## src/rtl/dmask_decode.sv

```systemverilog
// dmask_decode
//   Serial decoder for a "low n bits set" mask. A mask accepted in IDLE is
//   scanned one bit per cycle from bit 0 to bit 7. One extra SCAN cycle
//   follows bit 7 to settle the result. The decoded width and an error flag
//   are then presented in DONE until the consumer takes them.
//
//   state | meaning
//   ------+-------------------------------------------------------------
//   IDLE  | ready for a mask; in_ready=1
//   SCAN  | idx 0..7 examine mask bit idx; idx 8 is a settle cycle
//   DONE  | result valid; held until out_ready=1
//
// Ports
//   clk        single clock, rising edge
//   reset      synchronous active-high reset
//   in_valid   in_mask holds a mask to decode
//   in_mask    8-bit mask
//   in_ready   block accepts a mask this cycle (IDLE only)
//   out_valid  result valid (DONE only)
//   out_width  count of contiguous ones from bit 0 (0..8)
//   out_err    mask was not of the form low-n-ones with n = 0..7
//   out_ready  consumer takes the result this cycle
//   err_count  saturating count of delivered results with out_err=1
//
// Configuration
//   DMASK_DECODE_ERRCNT_EN  compiles in the err_count register; without it
//                           err_count is tied to 8'h00.

module dmask_decode (
    input  logic       clk,
    input  logic       reset,
    input  logic       in_valid,
    input  logic [7:0] in_mask,
    output logic       in_ready,
    output logic       out_valid,
    output logic [4:0] out_width,
    output logic       out_err,
    input  logic       out_ready,
    output logic [7:0] err_count
);

    typedef enum logic [1:0] {
        IDLE = 2'd0,
        SCAN = 2'd1,
        DONE = 2'd2
    } state_t;

    state_t     state;
    state_t     state_next;
    logic [7:0] mask_r;
    logic [3:0] idx;
    logic [3:0] ones;
    logic       seen_zero;
    logic       bad;
    logic       cur_bit;

    assign cur_bit = mask_r[idx[2:0]];

    always_comb begin
        state_next = state;
        case (state)
            IDLE:    if (in_valid) state_next = SCAN;
            SCAN:    if (idx == 4'd8) state_next = DONE;
            DONE:    if (out_ready) state_next = IDLE;
            default: state_next = IDLE;
        endcase
    end

    always_ff @(posedge clk) begin
        if (reset) begin
            state     <= IDLE;
            mask_r    <= 8'h00;
            idx       <= 4'd0;
            ones      <= 4'd0;
            seen_zero <= 1'b0;
            bad       <= 1'b0;
        end else begin
            state <= state_next;
            case (state)
                IDLE: begin
                    if (in_valid) begin
                        mask_r    <= in_mask;
                        idx       <= 4'd0;
                        ones      <= 4'd0;
                        seen_zero <= 1'b0;
                        bad       <= 1'b0;
                    end
                end
                SCAN: begin
                    // idx 8 examines nothing; it only stretches latency to
                    // a fixed nine cycles between accept and DONE.
                    if (!idx[3]) begin
                        if (cur_bit && !seen_zero) ones <= ones + 4'd1;
                        if (!cur_bit) seen_zero <= 1'b1;
                        if (cur_bit && seen_zero) bad <= 1'b1;
                        idx <= idx + 4'd1;
                    end
                end
                default: ;
            endcase
        end
    end

    assign in_ready  = (state == IDLE);
    assign out_valid = (state == DONE);
    assign out_width = {1'b0, ones};
    // Eight ones is a width the PROM never produces, so 8'hFF flags an error.
    assign out_err   = bad | (ones == 4'd8);

`ifdef DMASK_DECODE_ERRCNT_EN
    logic [7:0] err_cnt_r;

    always_ff @(posedge clk) begin
        if (reset) begin
            err_cnt_r <= 8'h00;
        end else if ((state == DONE) && out_ready && out_err && (err_cnt_r != 8'hFF)) begin
            err_cnt_r <= err_cnt_r + 8'd1;
        end
    end

    assign err_count = err_cnt_r;
`else
    assign err_count = 8'h00;
`endif

endmodule

```

## config.mk

```make
export PLATFORM = sky130hd
export DESIGN_NAME = dmask_decode
export DESIGN_NICKNAME = d
export VERILOG_FILES = /design/src/rtl/dmask_decode.sv
export SDC_FILE = /design/constraint.sdc
export NUM_CORES = 1
export LEC_CHECK = 0
export ABC_AREA = 0
export CAP_MARGIN = 20
export CORE_UTILIZATION = 51
export DETAILED_ROUTE_END_ITERATION = 10
export PLACE_DENSITY = 0.82
export SYNTH_ARGS = -nofsm -noshare
export SYNTH_HDL_FRONTEND = slang
export SYNTH_SLANG_ARGS = --single-unit
```

## constraint.sdc

```tcl
create_clock -name clk -period 5.05 [get_ports clk]
set_input_delay 1.2625 -clock clk [delete_from_list [all_inputs] [get_ports clk]]
set_output_delay 1.2625 -clock clk [all_outputs]
set_load 0.03 [all_outputs]
```

== Word-level counts from Yosys, hierarchy flattened ==
Index checks and enable logic that the tools add are counted.

* Flip-flop bits (word level): 20
* Bits in latches: 0
* RAM bits: 0
* ROM bits: 0
* Bits of input ports: 12
* Logic and storage cells: 53
* Memories: 0

* $add $sub $neg: 2
* $mul: 0
* Divide/modulo/power cells: 0
* Order comparisons: 1
* Equal/unequal tests: 11
* Shifts and indexed selects: 0
* Muxes and demuxes: 19
* Bitwise operators: 1
* Reduce and logical (&&, ||, !) cells: 12

{| class="wikitable"
|+ Operators by type and width
! operator !! count
|-
| $mux W4 || 4
|-
| $pmux W4 S2 || 2
|-
| $ne A2 B2 Y1 const B || 6
|-
| $reduce_and A4 Y1 || 3
|-
| $add A4 B1 Y4 const B || 2
|-
| $eq A4 B4 Y1 const B || 2
|-
| $mux W1 || 6
|-
| $mux W2 || 3
|-
| $pmux W2 S3 || 1
|-
| $reduce_and A3 Y1 || 2
|-
| $lt A3 B4 Y1 const B || 1
|-
| $pmux W1 S2 || 2
|-
| $reduce_and A2 Y1 || 2
|-
| $bmux W1 S3 || 1
|-
| $eq A2 B1 Y1 const B || 1
|-
| $eq A2 B2 Y1 const B || 1
|-
| $logic_and A1 B1 Y1 || 2
|-
| $logic_not A2 Y1 || 1
|-
| $ne A2 B1 Y1 const B || 1
|-
| $reduce_bool A2 Y1 || 1
|-
| $logic_not A1 Y1 || 1
|-
| $or A1 B1 Y1 || 1
|}

== Logic depth before layout (Yosys ltp) ==
* Word-level depth: 6
* Gate-level depth with buffers: 6

== Least setup slack after synthesis ==
OpenSTA, ideal clock, no wires.

* Path type: register to output
* From: register ones[0]
* To: output out_err
* Arrival: 1,117 ps
* Required time: 3,788 ps
* Slack: 2,670 ps
* Cell stages (with the launch flop): 4
* Buffers on the path: 0
* Cells stage by stage: dfxtp_1 inv_1 ha_1 a31o_2

* Longest elaborated chain between the ends: 2

{| class="wikitable"
|+ Ends and longest elaborated chain
! element !! line !! source
|-
| start: declaration || 52 || <nowiki>logic [3:0] ones;</nowiki>
|-
| start signal: assignment || 93 || <nowiki>if (cur_bit && !seen_zero) ones <= ones + 4'd1;</nowiki>
|-
| $eq A4 B4 Y1 || 108 || <nowiki>assign out_err = bad | (ones == 4'd8);</nowiki>
|-
| $or A1 B1 Y1 || 108 ||
|-
| end: declaration || 37 || <nowiki>output logic out_err,</nowiki>
|}

No other way between the ends.

== Final worst setup path ==
Same ends and word-level chain as after synthesis.

==> out/metrics.cfg <==
[cts]
clk_pin_slew_ns = 0.11
cts-root-buf = clkbuf_4
cts_num_sinks = 20
post_cts.repair.setup_buffers = 0
h-tree-depth = 1
holdBufCountCts = 0
cts_tree = done
ctsResizeCount = 0
clock_path_buffers = 2
numCtsBuffers = 3
clock_latency_ns = 0.30

[worst_setup_path]
worstSetupPathType = reg2out
reg2reg_slack_ns = 3.30
r2r_cells = 4
cp.arrival_ns = 1.82
cpMaxStageDelayCell = clkdlybuf4s50_1
crit_family = buffers and inverters
critPathCaptureType = output pin
crit-reg2reg-launch = idx[0]
cp.buffers_inverters = 2
max_stage_delay_ns = 0.59
worstPathMaxFanout = 5
rr_endpoint = ones[2]
worstSetupStartpointType = flip-flop
crit_chain = inv_1, ha_1, a31o_2, clkdlybuf4s50_1
crit_required_ns = 3.79

[logic_synthesis]
synth.cell_area_um2 = 1070
ys_ff_latch = 20
ys.warnings.count = 0
ys_types = 30
yosysSeqAreaShare = 0.375
ys.flop_type = dfxtp_1
synth_cells = 133
synth_edf_count = 0
syn_avg_cell_area_um2 = 8.02
async_flop_share = 0

[die]
fp-row-count = 16
die_w_um = 47.7
core-area_um2 = 1960
start_util = 0.544
io_pins = 28
die_y_um = 47.7
die_area_um2 = 2280

[global_routing]
antenna_found_initial = 0
grt_overflow = 0
grt_max_degree = 19
grt_pass1_vias = 739
grt_use_total = 0.187
grt_pass1_wl_um = 2990

[min_path]
hold_depth = 2
hold_path.startpoint = mask_r[3]
hp-class = reg2reg
hold_path_end = mask_r[3]

[place]
dp_cells = 173
finalWeightedCongestion = 0.794
dpl.hpwl_um = 1390
placed_area_um2 = 1230
port_buffers = 18

[timing]
max_slew_margin = 0.580
period_minus_slack_ns = 3.08
finalClockSkew_ns = 0.00625
fmax_mhz = 324
setup_viol = 0
hold_violations = 0
fin_crit_sh = 0.610
slew_viol_final = 0
grt_setup_unrepaired = no
setup_tns_ns = 0
worstMarginPinSlew_ns = 0.627

[power]
pwr-share-seq = 0.535
p_switching_w = 0.0000871
combPwrFrac = 0.172
power.internal_w = 0.000231
ir_drop_uv = 147
power_w = 0.000318
power_leakage_nw = 0.482
p_per_area_nw_per_um2 = 252
clock_power_share = 0.293
swShare = 0.274

[detailed_routing]
ant_nets = 0
first_iter_violations = 6
drc_errors = 1
avgViaCountPerCell = 5.06
vias = 895
wl_um = 1900
wl_per_cell_um = 10.7
first_pass_iters = 6

[outcome]
violations = design-rule violations
status = finished with violations

[finish]
stdcell_count = 177
diodes = 0
final_nets = 167
drive_above_1_share = 0.0867
syn2layout_area_growth_pct = 18.4
final_area_um2 = 1260
final_cell_mix = 25 x nand2_1, 20 x dfxtp_1, 18 x clkdlybuf4s50_1
final_common_cell = nand2_1

[job]
cap_violations = 0

[metal layers]
| metal | vias up | wire, um | track usage |
|---|---|---|---|
| met3 | 4 | 54 | 0.0453 |
| met2 | 19 | 968 | 0.311 |
| met1 | 409 | 853 | 0.229 |
| met4 | 0 | 23 | 0.0833 |
| met5 | - | 0 | 0 |
| li1 | 463 | - | - |
[layout make-up]
class / instances / area, um2
repair buffers: 19 / 188
flip-flops and latches: 20 / 400
clock buffers: 4 / 36.3
inverters: 6 / 22.5
multi-input cells: 101 / 583
well taps: 27 / 33.8
fillers: 197 / 698
[flip-flops by register name, indices dropped and copies added, names as in the netlist]
signal     count
ones           4
mask_r         8
bad            1
seen_zero      1
state          2
idx            4
[logic make-up (layout without fill, tap and decap cells)]
| logic type | Yosys count | after routing | synth area share |
|---|---|---|---|
| and+or+nand+nor | 58 | 58 | 0.251 |
| buffers and inverters | 20 | 29 | 0.107 |
| muxes | 6 | 6 | 0.0610 |
| AOI/OAI and AO/OA | 23 | 23 | 0.148 |
| other | 1 | 9 | 0.00351 |
| xor gates and xnor gates | 1 | 1 | 0.00821 |
| adders and majority gates | 4 | 4 | 0.0469 |
| DFF | 20 | 20 | 0.375 |
[worst register-to-register path: stages (launching register included)]
cell and delay, ns:
dfxtp_1 0.49, mux2_1 0.37, o22ai_2 0.30, nor3_1 0.13, a221o_2 0.36
[power by group through the flow]
stage	sequential [W]	combinational, W	clock, W
6_report	0.000170	0.0000548	0.0000931
3_3_place_gp	0.000174	0.0000538	0
2_1_floorplan	0.000172	0.0000453	0
3_5_place_dp	0.000174	0.0000546	0
4_1_cts	0.000170	0.0000548	0.0000950
5_1_grt	0.000171	0.0000606	0.0000995
[worst max-delay path by stage]
stage	endpoint	cells past startpoint	startpoint	slack (ns)
after floorplan	out_err	3	ones[0]	2.67
after global placement	ones[3]	4	reset	2.14
after detailed placement	ones[3]	4	reset	2.09
after CTS	out_err	4	ones[0]	1.96
after global routing	out_err	4	ones[0]	1.90
final	out_err	4	ones[0]	1.97
[per-stage QoR]
| stage | utilization | setup WS (ns) | hold slack, ns |
|---|---|---|---|
| 2_1_floorplan | - | 2.67 | 0.431 |
| 3_3_place_gp | 0.626 | 2.14 | 0.439 |
| 3_5_place_dp | 0.626 | 2.09 | 0.445 |
| 4_1_cts | 0.644 | 1.96 | 0.461 |
| 5_1_grt | 0.644 | 1.90 | 0.480 |
| 6_report | 0.644 | 1.97 | 0.460 |
[cell usage after synthesis (2+ instances only)]
cell,count,area [um2]
nand2_1,25,93.8
dfxtp_1,20,400
a21oi_1,13,65.1
nor2_1,12,45.0
buf_4,10,75.1
nor3_1,7,35.0
inv_1,6,22.5
ha_1,4,50.1
clkbuf_1,3,11.3
mux2_2,3,33.8
nand2b_1,3,18.8
nor2b_1,3,18.8
nor4_1,3,18.8
mux2i_1,2,20.0
nand3_1,2,10.0
o21ai_0,2,10.0
o31a_1,2,17.5
No activity file was read; power rests on OpenSTA's default activity.
